$ cat src/rtl/issue_pipe_reg.sv
// rtl/issue_pipe_reg.sv - parametrised issue-bundle pipeline register with 2-entry skid buffer
//
// Holds one issue bundle of LANES lanes between decode/issue and register fetch.
// Ports:
//   clk          rising-edge clock
//   reset        asynchronous active-low reset
//   in_valid     upstream bundle valid
//   in_lane_en   per-lane valid mask of the incoming bundle
//   in_payload   incoming bundle, lane i at [i*PAYLOAD_W +: PAYLOAD_W]
//   in_ready     registered; stage can accept a bundle this cycle
//   kill         per-lane squash applied at capture
//   flush        synchronous bundle-wide discard
//   out_valid    bundle available downstream
//   out_lane_en  per-lane valid of the output bundle
//   out_payload  output bundle, same packing as in_payload
//   out_ready    downstream accepts the bundle
//   occupancy    bundles held (0, 1 or 2)
//   stall_count  saturating count of out_valid & ~out_ready cycles
module issue_pipe_reg #(
    parameter int LANES       = 2,
    parameter int PAYLOAD_W   = 480,
    parameter int STALL_CNT_W = 16
) (
    input  logic                         clk,
    input  logic                         reset,
    input  logic                         in_valid,
    input  logic [LANES-1:0]             in_lane_en,
    input  logic [LANES*PAYLOAD_W-1:0]   in_payload,
    output logic                         in_ready,
    input  logic [LANES-1:0]             kill,
    input  logic                         flush,
    output logic                         out_valid,
    output logic [LANES-1:0]             out_lane_en,
    output logic [LANES*PAYLOAD_W-1:0]   out_payload,
    input  logic                         out_ready,
    output logic [1:0]                   occupancy,
    output logic [STALL_CNT_W-1:0]       stall_count
);

    typedef enum logic [1:0] {
        ST_EMPTY = 2'd0,
        ST_FULL  = 2'd1,
        ST_SKID  = 2'd2
    } state_t;

    state_t                        state, state_n;
    logic [LANES-1:0]              main_en, main_en_n;
    logic [LANES*PAYLOAD_W-1:0]    main_payload, main_payload_n;
    logic [LANES-1:0]              skid_en, skid_en_n;
    logic [LANES*PAYLOAD_W-1:0]    skid_payload, skid_payload_n;
    logic                          in_ready_q, in_ready_n;
    logic [STALL_CNT_W-1:0]        stall_q, stall_n;

    logic [LANES-1:0]              cap_en;
    logic [LANES*PAYLOAD_W-1:0]    cap_payload;
    logic                          in_fire;
    logic                          out_fire;
    logic                          store;

    // Killed or disabled lanes are stored as zero so downstream sees clean nops.
    always_comb begin
        cap_en      = in_lane_en & ~kill;
        cap_payload = '0;
        for (int i = 0; i < LANES; i++) begin
            if (cap_en[i]) begin
                cap_payload[i*PAYLOAD_W +: PAYLOAD_W] = in_payload[i*PAYLOAD_W +: PAYLOAD_W];
            end
        end
    end

    assign out_valid = (state != ST_EMPTY);
    assign in_fire   = in_valid & in_ready_q;
    assign out_fire  = out_valid & out_ready;
    // A bundle with no surviving lane is a bubble: accepted but never stored.
    assign store     = in_fire & (|cap_en);

    always_comb begin
        state_n        = state;
        main_en_n      = main_en;
        main_payload_n = main_payload;
        skid_en_n      = skid_en;
        skid_payload_n = skid_payload;

        unique case (state)
            ST_EMPTY: begin
                if (store) begin
                    state_n        = ST_FULL;
                    main_en_n      = cap_en;
                    main_payload_n = cap_payload;
                end
            end
            ST_FULL: begin
                if (store && out_fire) begin
                    main_en_n      = cap_en;
                    main_payload_n = cap_payload;
                end else if (store) begin
                    state_n        = ST_SKID;
                    skid_en_n      = cap_en;
                    skid_payload_n = cap_payload;
                end else if (out_fire) begin
                    state_n        = ST_EMPTY;
                    main_en_n      = '0;
                    main_payload_n = '0;
                end
            end
            ST_SKID: begin
                if (out_fire) begin
                    state_n        = ST_FULL;
                    main_en_n      = skid_en;
                    main_payload_n = skid_payload;
                    skid_en_n      = '0;
                    skid_payload_n = '0;
                end
            end
            default: begin
                state_n        = ST_EMPTY;
                main_en_n      = '0;
                main_payload_n = '0;
                skid_en_n      = '0;
                skid_payload_n = '0;
            end
        endcase

        // Flush overrides everything; a same-cycle out_fire already moved the old bundle.
        if (flush) begin
            state_n        = ST_EMPTY;
            main_en_n      = '0;
            main_payload_n = '0;
            skid_en_n      = '0;
            skid_payload_n = '0;
        end

        // Registered ready: no combinational path from out_ready to in_ready.
        in_ready_n = (state_n != ST_SKID);

        stall_n = stall_q;
        if (out_valid && !out_ready && !(&stall_q)) begin
            stall_n = stall_q + 1'b1;
        end
    end

    always_ff @(posedge clk or negedge reset) begin
        if (!reset) begin
            state        <= ST_EMPTY;
            main_en      <= '0;
            main_payload <= '0;
            skid_en      <= '0;
            skid_payload <= '0;
            in_ready_q   <= 1'b1;
            stall_q      <= '0;
        end else begin
            state        <= state_n;
            main_en      <= main_en_n;
            main_payload <= main_payload_n;
            skid_en      <= skid_en_n;
            skid_payload <= skid_payload_n;
            in_ready_q   <= in_ready_n;
            stall_q      <= stall_n;
        end
    end

    // Main is already zeroed when empty; the gating keeps the zero guarantee explicit.
    assign out_lane_en = out_valid ? main_en : '0;
    assign out_payload = out_valid ? main_payload : '0;
    assign in_ready    = in_ready_q;
    assign stall_count = stall_q;

    always_comb begin
        unique case (state)
            ST_FULL: occupancy = 2'd1;
            ST_SKID: occupancy = 2'd2;
            default: occupancy = 2'd0;
        endcase
    end

endmodule

$ cat config.mk
export PLATFORM = sky130hd
export DESIGN_NAME = issue_pipe_reg
export DESIGN_NICKNAME = d
export VERILOG_FILES = /design/src/rtl/issue_pipe_reg.sv
export SDC_FILE = /design/constraint.sdc
export NUM_CORES = 2
export LEC_CHECK = 0
export CORE_AREA = 2 2 758 760
export DETAILED_ROUTE_END_ITERATION = 10
export DIE_AREA = 0 0 760 762
export MAX_ROUTING_LAYER = met4
export PLACE_DENSITY = 0.44
export SLEW_MARGIN = 20
export SYNTH_ARGS = -nofsm -noshare
export SYNTH_HDL_FRONTEND = slang
export SYNTH_SLANG_ARGS = --single-unit
$ cat constraint.sdc
create_clock -name clk -period 4.8 [get_ports clk]
set_input_delay 0.96 -clock clk [delete_from_list [all_inputs] [get_ports clk]]
set_output_delay 0.96 -clock clk [all_outputs]
set_load 0.02 [all_outputs]
==> metrics <==
Ports 1951; Yosys top cell area share 0.580; Port Buffers 1950; Seq cells post-synth 1943; EDFF count, synth 0; Req. time, crit path 3840 ps; vias in the first global route 70400; initial core utilization 0.147; Slew HR 0.209; crit path DAT 3680 ps; # rows 278; fraction of layout cells with a size suffix above 1 0.110; die area 579000 µm²; CP most frequent cell buf_12; commonest cells in the synthesized netlist dfrtp_1, and2_1, a22o_1, a22oi_1, o2bb2ai_1; Seq/Total Area, Yosys 0.580; Max Root-Sink Buffers 4; Worst Hold Class flip-flop to flip-flop; delay of the slowest critical-path stage 730 ps; Die H 762 µm; Cell Pwr Density 339 nW/µm²; Crit-path slowest cell clkdlybuf4s50_1; clk_skew 94.9 ps; H-tree levels 4; Sw Share 0.277; Post-synth ARST share 1.00; Area contributors post-synth dfrtp_1, a22o_1, a22oi_1, o2bb2ai_1, and2_1; fill cell count 61400; logic gate share of total power 0.104; critical path endpoint category primary output; largest fanout on the critical path 66; Post-Syn Nets 7604; RSZ-0062 raised after global routing false; final setup violation count 0; CTS Buf Count 244; DRT iter0 DRCs 6772; Area Overhead vs Synth 45.4%; Leak 48.9 nW; Routed WL 514000 µm; Switch Pwr 11.4 mW; syn avg cell area 12.6 µm²; # Max-Cap Violations 0; area leader, netlist dfrtp_1; pin count of the biggest net entering global routing 127; Final min period 4640 ps; Worst-Skew Late Latency 980 ps; HPWL after detailed placement 390000 µm; grt total ovfl 0; CP delay by family, top buffers and inverters; kind of critical path flip-flop to primary output; nets 9348; most common cell in the netlist dfrtp_1; vias per cell 4.30; Setup TNS 0 ps; Main synth FF type dfrtp_1; Fin. Hold Viols 0; Peak VDD IR 0.353 mV; Yosys warning count 0; wire per inst 31.5 µm; Slew Limit Fails 0; sequential share of power 0.413; Core ar. 571000 µm²; first-pass GRT wire length 683000 µm; critical-path cell list or2_4 -> buf_12 -> buf_12 -> and2_1 -> clkdlybuf4s50_1; Clk pwr share 0.482; Hold WS 476 ps; status finished, final reports clean; routed vias 70000; CTS tree done; cell-internal power 29.8 mW; initial antenna violation count 249; Final ANT Viol Nets 0; Die W 760 µm; synthesized area 83800 µm²; worst-margin pin slew 1190 ps; period utilization 0.967; Syn Inst Count 6634; DRC viols 0; GPL Wtd Cong 0.917; Unique masters post-synth 49; Clock transition at path regs 60 ps; CTS sink count 1943; GRT Total Usage 0.175; Buf/Inv on CP 3; TritonRoute pass-1 iters 6; Critical Path Start Type flip-flop; root buf cell clkbuf_16; FMAX 215 MHz
[cells by family (layout without fill, tap and decap cells)]
logic type / count (synthesis) / in the layout / share of synthesized area
AO/OA/AOI/OAI: 2905 / 2905 / 0.301
flip-flops: 1943 / 1943 / 0.580
AND/OR/NAND/NOR: 1016 / 1017 / 0.0757
buffers and inverters: 752 / 2701 / 0.0411
XOR/XNOR: 10 / 10 / 0.00105
multiplexers: 7 / 7 / 0.000911
adder cells (fa/ha/maj): 1 / 1 / 0.000149
other: 0 / 144 / 0
[per-stage QoR]
| step | setup WS (ps) | instance area (µm²) | utilization | cells | total power, mW |
|---|---|---|---|---|---|
| 6_report | 157 | 122000 | 0.213 | 16300 | 41.3 |
| 5_1_grt | 19.6 | 122000 | 0.213 | 16200 | 42.7 |
| 4_1_cts | 91.2 | 121000 | 0.213 | 16100 | 42.0 |
| 3_5_place_dp | 663 | 113000 | 0.198 | 15700 | 21.7 |
| 3_3_place_gp | 622 | 113000 | 0.198 | 15700 | 21.7 |
| 2_1_floorplan | 2150 | 83800 | - | 6634 | 18.7 |
[power by group through the flow]
| stage | registers, mW | clock network (mW) | logic (mW) |
|---|---|---|---|
| 2_1_floorplan | 17.1 | 0 | 1.64 |
| 4_1_cts | 17.1 | 20.5 | 4.37 |
| 3_5_place_dp | 17.4 | 0 | 4.33 |
| 6_report | 17.1 | 19.9 | 4.29 |
| 3_3_place_gp | 17.4 | 0 | 4.33 |
| 5_1_grt | 17.1 | 21.1 | 4.60 |
[worst paths after layout]
| check | from | endpoint | slack (ps) | depth (start not counted) |
|---|---|---|---|---|
| setup / recovery | state[0]$_DFF_PN0_ | out_payload[404] | 160 | 5 |
| hold / removal | main_payload[931]$_DFFE_PN0P_ | main_payload[931]$_DFFE_PN0P_ | 480 | 1 |
| setup reg to reg | state[1]$_DFF_PN0_ | main_payload[572]$_DFFE_PN0P_ | 1660 | 5 |
| hold reg to reg | main_payload[931]$_DFFE_PN0P_ | main_payload[931]$_DFFE_PN0P_ | 480 | 1 |
| max in group asynchronous | reset | main_payload[280]$_DFFE_PN0P_ | 2610 | 3 |
| min in group asynchronous | reset | skid_payload[538]$_DFFE_PN0P_ | 670 | 2 |
[layer usage]
layer / vias to the layer above / share of wire / GRT usage / routed length [µm]
met5: - / 0 / - / 0
met4: 0 / 0.037 / 0.0543 / 18800
met3: 577 / 0.079 / 0.0486 / 40400
met2: 3261 / 0.43 / 0.251 / 220000
met1: 36900 / 0.46 / 0.236 / 235000
li1: 29300 / - / - / -
[area by class of cell]
cell class                      count  area, µm²  area share
Antenna cell                      144        360     0.00296
Sequential cell                  1943      48600       0.399
Inverter                            3       11.3   0.0000924
Clock inverter                    111       1440      0.0118
Multi-Input combinational cell   3940      31800       0.261
Timing Repair Buffer             2246      23000       0.189
Clock buffer                      341       7100      0.0583
Tap cell                         7560       9460      0.0776
[cell usage in the layout, fill, tap and decap left out, types with 144 or more instances in the layout]
cell                n
dfrtp_1          1942
a22o_1            960
buf_4             235
and2_1            963
a22oi_1           960
clkdlybuf4s50_1  1896
o2bb2ai_2         160
o2bb2ai_1         802
clkbuf_16         245
diode_2           144
[timing repair]
| item | in CTS | in global routing |
|---|---|---|
| buffers inserted | 7 | 0 |
| setup endpoints to repair | 153 | 0 |
| hold buffers | 1 | 0 |
| endpoints found under the hold margin | 34 | 0 |
| gates resized for setup | 0 | 0 |
[sequential cells by signal (all words and copies together), names as in the netlist]
name          flops
main_en           2
state             2
stall_count      16
skid_en           2
skid_payload    960
main_payload    960
in_ready          1
No activity file was read; power rests on OpenSTA's default activity.
